### config.mk
export PLATFORM = sky130hd
export DESIGN_NAME = regfile_mp
export DESIGN_NICKNAME = d
export VERILOG_FILES = /design/src/rtl/regfile_pkg.sv /design/src/rtl/regfile_rd_port.sv /design/src/rtl/regfile_mp.sv
export SDC_FILE = /design/constraint.sdc
export NUM_CORES = 2
export LEC_CHECK = 0
export ABC_CLOCK_PERIOD_IN_PS = 6640
export BUFFER_PORTS_ARGS = -buffer_cell sky130_fd_sc_hd__buf_4
export CAP_MARGIN = 15
export CELL_PAD_IN_SITES_DETAIL_PLACEMENT = 1
export CELL_PAD_IN_SITES_GLOBAL_PLACEMENT = 2
export CORE_ASPECT_RATIO = 1.4
export CORE_MARGIN = 1
export CORE_UTILIZATION = 48
export CTS_BUF_LIST = sky130_fd_sc_hd__clkbuf_8
export CTS_CLUSTER_DIAMETER = 30
export DETAILED_ROUTE_END_ITERATION = 6
export PLACE_DENSITY = 0.92
export SLEW_MARGIN = 10
export SYNTH_ARGS = -nofsm -noshare
export SYNTH_HDL_FRONTEND = slang
export SYNTH_SLANG_ARGS = --single-unit
### constraint.sdc
create_clock -name clk -period 6.64 [get_ports clk]
set_clock_uncertainty 0.05 [all_clocks]
set_input_delay 0 -clock clk [delete_from_list [all_inputs] [get_ports clk]]
set_output_delay 0 -clock clk [all_outputs]
set_load 0.03 [all_outputs]
### src/rtl/regfile_pkg.sv
// regfile_pkg: shared types and constants for the multi-port register file.
//   rf_state_e  : sweep FSM state (CLEAR / READY)
//   DEF_XLEN    : default register width
//   DEF_NREGS   : default register count
//   rf_addr_w() : address width for a given register count
package regfile_pkg;

    typedef enum logic {
        CLEAR = 1'b0,
        READY = 1'b1
    } rf_state_e;

    localparam int DEF_XLEN  = 32;
    localparam int DEF_NREGS = 32;

    function automatic int rf_addr_w(input int n);
        int w;
        w = 0;
        while ((1 << w) < n) w++;
        return w;
    endfunction

endpackage

### src/rtl/regfile_rd_port.sv
// regfile_rd_port: one registered read port of regfile_mp.
//   clk, rst     : clock, async active-low reset
//   en           : array usable (READY); when low the output reads zero
//   ra           : read address
//   arr_q        : current array contents at ra
//   wen0/wa0/wd0 : qualified write port 0 (for forwarding)
//   wen1/wa1/wd1 : qualified write port 1 (for forwarding, wins over port 0)
//   rd           : read data, one cycle after the address
// Build option: REGFILE_MP_BYPASS_EN enables write-to-read forwarding.
module regfile_rd_port
    import regfile_pkg::*;
#(
    parameter int XLEN = DEF_XLEN,
    parameter int AW   = 5
) (
    input  logic            clk,
    input  logic            rst,
    input  logic            en,
    input  logic [AW-1:0]   ra,
    input  logic [XLEN-1:0] arr_q,
    input  logic            wen0,
    input  logic [AW-1:0]   wa0,
    input  logic [XLEN-1:0] wd0,
    input  logic            wen1,
    input  logic [AW-1:0]   wa1,
    input  logic [XLEN-1:0] wd1,
    output logic [XLEN-1:0] rd
);

    logic [XLEN-1:0] rd_d;
    logic [XLEN-1:0] rd_q;

    always_comb begin
        rd_d = arr_q;
`ifdef REGFILE_MP_BYPASS_EN
        // Write enables arrive already gated against address 0 and CLEAR.
        if (wen1 && (wa1 == ra))
            rd_d = wd1;
        else if (wen0 && (wa0 == ra))
            rd_d = wd0;
`endif
        if (!en || (ra == '0))
            rd_d = '0;
    end

`ifndef REGFILE_MP_BYPASS_EN
    logic unused_fwd;
    assign unused_fwd = ^{wen0, wa0, wd0, wen1, wa1, wd1};
`endif

    always_ff @(posedge clk or negedge rst) begin
        if (!rst)
            rd_q <= '0;
        else
            rd_q <= rd_d;
    end

    // Mask so the first sweep cycle does not show the last READY read.
    assign rd = en ? rd_q : '0;

endmodule

### src/rtl/regfile_mp.sv
// regfile_mp: NREGS x XLEN register file, two write ports, NRD registered
// read ports, and a self-clearing sweep after reset or a clr pulse.
//   clk, rst     : clock (rising), async active-low reset
//   clr          : soft-clear pulse (honoured only in READY)
//   ready        : sweep done, array usable
//   we0/wa0/wd0  : write port 0
//   we1/wa1/wd1  : write port 1 (wins on same-address collision)
//   ra           : packed read addresses, port k in slice k
//   rd           : packed read data, port k in slice k, one-cycle latency
// Build option: REGFILE_MP_BYPASS_EN enables write-to-read forwarding.
module regfile_mp
    import regfile_pkg::*;
#(
    parameter int XLEN  = DEF_XLEN,
    parameter int NREGS = DEF_NREGS,
    parameter int NRD   = 2
) (
    input  logic                            clk,
    input  logic                            rst,
    input  logic                            clr,
    output logic                            ready,
    input  logic                            we0,
    input  logic                            we1,
    input  logic [rf_addr_w(NREGS)-1:0]     wa0,
    input  logic [rf_addr_w(NREGS)-1:0]     wa1,
    input  logic [XLEN-1:0]                 wd0,
    input  logic [XLEN-1:0]                 wd1,
    input  logic [NRD*rf_addr_w(NREGS)-1:0] ra,
    output logic [NRD*XLEN-1:0]             rd
);

    localparam int AW = rf_addr_w(NREGS);

    rf_state_e     state;
    rf_state_e     state_nxt;
    logic [AW-1:0] ptr;
    logic          sweep_last;
    logic          sweep_we;
    logic          wen0;
    logic          wen1;

    assign sweep_last = (ptr == AW'(NREGS - 1));

    // State register; ptr parks at 1 outside the sweep so a new sweep
    // always starts there (entry 0 is never stored, it reads as zero).
    always_ff @(posedge clk or negedge rst) begin
        if (!rst) begin
            state <= CLEAR;
            ptr   <= AW'(1);
        end else begin
            state <= state_nxt;
            if (state == CLEAR && !sweep_last)
                ptr <= ptr + AW'(1);
            else
                ptr <= AW'(1);
        end
    end

    always_comb begin
        state_nxt = state;
        case (state)
            CLEAR:   if (sweep_last) state_nxt = READY;
            READY:   if (clr)        state_nxt = CLEAR;
            default: state_nxt = CLEAR;
        endcase
    end

    always_comb begin
        ready    = (state == READY);
        sweep_we = (state == CLEAR);
    end

    assign wen0 = ready && we0 && (wa0 != '0);
    assign wen1 = ready && we1 && (wa1 != '0);

    // Storage has no reset so it can map onto RAM; the sweep zeroes it.
    logic [XLEN-1:0] mem [NREGS];

    always_ff @(posedge clk) begin
        if (sweep_we) begin
            mem[ptr] <= '0;
        end else begin
            if (wen0) mem[wa0] <= wd0;
            if (wen1) mem[wa1] <= wd1;   // later assignment: port 1 wins
        end
    end

    logic [NRD-1:0][AW-1:0]   ra_v;
    logic [NRD-1:0][XLEN-1:0] rd_v;

    assign ra_v = ra;
    assign rd   = rd_v;

    for (genvar k = 0; k < NRD; k++) begin : g_rd
        regfile_rd_port #(
            .XLEN (XLEN),
            .AW   (AW)
        ) u_rd (
            .clk   (clk),
            .rst   (rst),
            .en    (ready),
            .ra    (ra_v[k]),
            .arr_q (mem[ra_v[k]]),
            .wen0  (wen0),
            .wa0   (wa0),
            .wd0   (wd0),
            .wen1  (wen1),
            .wa1   (wa1),
            .wd1   (wd1),
            .rd    (rd_v[k])
        );
    end

endmodule

==> flow_summary.json <==
{
  "status": "complete, no violations",
  "via_count": 51787,
  "min-delay-start": "wa1[4]",
  "routabilityCongestion": 0.944,
  "worst-r2r-cell-count": 7,
  "worst_slack_ps": 1830,
  "hold_violations": 0,
  "syn-cell-area_sq_um": 61200,
  "pin_count": 154,
  "grt_usage_pct": 40.9,
  "whs_ps": 79.0,
  "synth_area_leader_cell": "edfxtp_1",
  "whs_endpoint": "mem[8][1]",
  "clkTransAtPathRegs_ps": 60,
  "grt_setup_unrepaired": "no",
  "area_growth_pct": 13.0,
  "dieHeight_um": 424,
  "drive_above_1_share_pct": 20.7,
  "worstSetupPathType": "reg2reg",
  "drt-initial-drc-count": 7158,
  "r2r_end": "g_rd[0].u_rd.rd_q[31]",
  "cp-start-kind": "register",
  "seqCellArea_sq_um": 32500,
  "yosysTopAreaCellShare_pct": 50.3,
  "path_max_fanout": 89,
  "setup_tns_ps": 0,
  "fin_crit_ps": 4810,
  "antenna_found_initial": 17,
  "cts_made_buffers": 206,
  "slew_violations": 0,
  "synth_top_flop_cell": "edfxtp_1",
  "cts_sinks": 1094,
  "path_cells": "buf_4, nor3b_4, dlygate4sd3_1, buf_4, and2_2, nand2_1, nand4_1",
  "ys_ff_latch": 1094,
  "timing.rr.start": "ready",
  "cp-end-kind": "register",
  "critPathSlowestCell": "dlygate4sd3_1",
  "max-clock-path-buffers": 3,
  "cts_max_level": 4,
  "ant_nets": 0,
  "crit_path_max_incr_delay_ps": 990,
  "fp.dieArea_sq_um": 129000,
  "syn_inst": 5544,
  "leakage_uw": 0.0239,
  "synth_enable_flop_cells": 1024,
  "fillers": 13106,
  "hold_path_class": "in2reg",
  "cpMostUsedCell": "buf_4",
  "synth-async-reset-ratio_pct": 6.40,
  "synth-seq-area-share_pct": 53.1,
  "placementRows": 154,
  "io_buffers": 153,
  "cts_tree": "yes",
  "slew_headroom_pct": 18.8,
  "powerDensity_nw_per_um2": 286,
  "cap_violations": 0,
  "power_uw": 19800,
  "synth_fp_nets": 5635,
  "wl_um": 265000,
  "clock.fmax_ghz": 0.208,
  "critPathRequiredTime_ps": 7460,
  "grt_max_degree": 128,
  "wl_per_cell_um": 36.2,
  "cts_resized": 0,
  "viasPerCell": 7.08,
  "nets": 5596,
  "dr.pass1.iters": 7,
  "vdd_ir_drop_max_v": 0.000211,
  "route.detailed.drc": 0,
  "whs_path_depth": 4,
  "initial_core_util_pct": 48.5,
  "clk_latency_ps": 990,
  "r2r_setup_slack_ps": 1830,
  "dp.cells": 6823,
  "yosys_warnings": 0,
  "root_buffer": "clkbuf_8",
  "ys_types": 59,
  "preCtsSetupSlack_ps": 2510,
  "syn_avg_cell_area_sq_um": 11.0,
  "setup_viol": 0,
  "finalNonFillerCells": 7319,
  "grt_pass1_vias": 53472,
  "tightestPinTransition_ps": 1220,
  "crit_arrival_ps": 5640,
  "finalCritPeriodShare_pct": 72.5,
  "grt_overflow": 0,
  "multi_input_area_sq_um": 26400,
  "grt_pass1_wl_um": 376000,
  "core_area_sq_um": 126000,
  "die_w_um": 304,
  "dp_hpwl_um": 159000,
  "synth_area_leaders": "edfxtp_1, mux4_2, o21ai_0, nand2_1, mux2i_1"
}
==> cells in the mapped netlist (69+ instances only) <==
cell	instances
nand2_1	1117
mux4_2	254
nor2b_1	71
clkbuf_1	432
edfxtp_1	1024
nand3_1	98
buf_2	178
a22oi_1	138
mux2_2	195
dfrtp_1	69
and2_1	72
o21ai_0	1053
mux2i_1	257
==> where the power goes <==
part	switching, uW	total (uW)	internal [uW]
logic	2460	3570	1110
clock network	3290	7340	4050
registers	371	8850	8480
total	6120	19800	13600
==> routing by layer <==
metal	global-route usage [%]	up-vias	share of wire (%)	routed length, um
met5	0	-	0.026	70
met4	30.5	12	8.4	22400
met3	10.9	1162	13	33400
met2	64.8	3990	46	122000
met1	47.8	26076	33	87400
li1	-	20547	-	-
==> flip-flops by register name (all words and copies together) (netlist names) <==
| name | cells |
|---|---|
| g_rd.u_rd.rd_q | 64 |
| mem | 1024 |
| ptr | 5 |
| ready | 1 |
==> through the flow <==
stage / instance area, sq um / util (%)
2_1_floorplan: 61200 / -
3_3_place_gp: 63500 / 50.4
3_5_place_dp: 63500 / 50.4
4_1_cts: 69100 / 54.8
5_1_grt: 69100 / 54.9
6_report: 69100 / 54.9
==> worst max-delay path: cells and delay by family, from the launching register on <==
| family | cells | cell delay, ps |
|---|---|---|
| AND/OR/NAND/NOR | 4 | 1870 |
| buffers and inverters | 3 | 2270 |
| flip-flops | 1 | 410 |
==> cell usage in the layout, fill, tap and decap left out, types with 68 or more instances in the layout <==
master / instances
a22oi_1: 138
and2_1: 69
buf_4: 289
clkbuf_8: 223
dfrtp_1: 68
dlygate4sd3_1: 109
edfxtp_1: 1024
inv_1: 82
mux2_2: 195
mux2i_1: 257
mux4_2: 254
nand2_1: 1109
nand3_1: 97
o21ai_0: 1053
==> cells by family after synthesis <==
kind of cell,share of synthesized area [%]
and+or+nand+nor,11.1
xor gates and xnor gates,0.0286
muxes,17.2
AOI/OAI and AO/OA,13.8
buffers and inverters,4.82
DFF,53.1
adders and majority gates,0.0409
==> cell type report <==
cell class | count | share of cell area, %
Antenna cell | 8 | 0.0290
Tap cell | 1638 | 2.96
Multi-Input combinational cell | 3751 | 38.2
Clock inverter | 155 | 2.08
Inverter | 41 | 0.223
Sequential cell | 1094 | 47.0
Timing Repair Buffer | 411 | 5.05
Clock buffer | 221 | 4.40
==> what timing repair did <==
action,4_1_cts,5_1_grt
hold buffers,108,2
setup buffers,0,0
hold endpoints to repair,1198,33
==> worst max-delay path by stage <==
stage           from  slack, ps  cells after the start                    end
2_1_floorplan  ready       2050                      6             mem[20][0]
3_3_place_gp   ready       2660                      6            mem[28][21]
3_5_place_dp   ready       2510                      6            mem[28][14]
4_1_cts        ready       2180                      7  g_rd[0].u_rd.rd_q[31]
5_1_grt        ready       1970                      7  g_rd[0].u_rd.rd_q[31]
6_report       ready       1830                      7  g_rd[0].u_rd.rd_q[31]
Note: power is estimated with default switching activity, not from simulation.
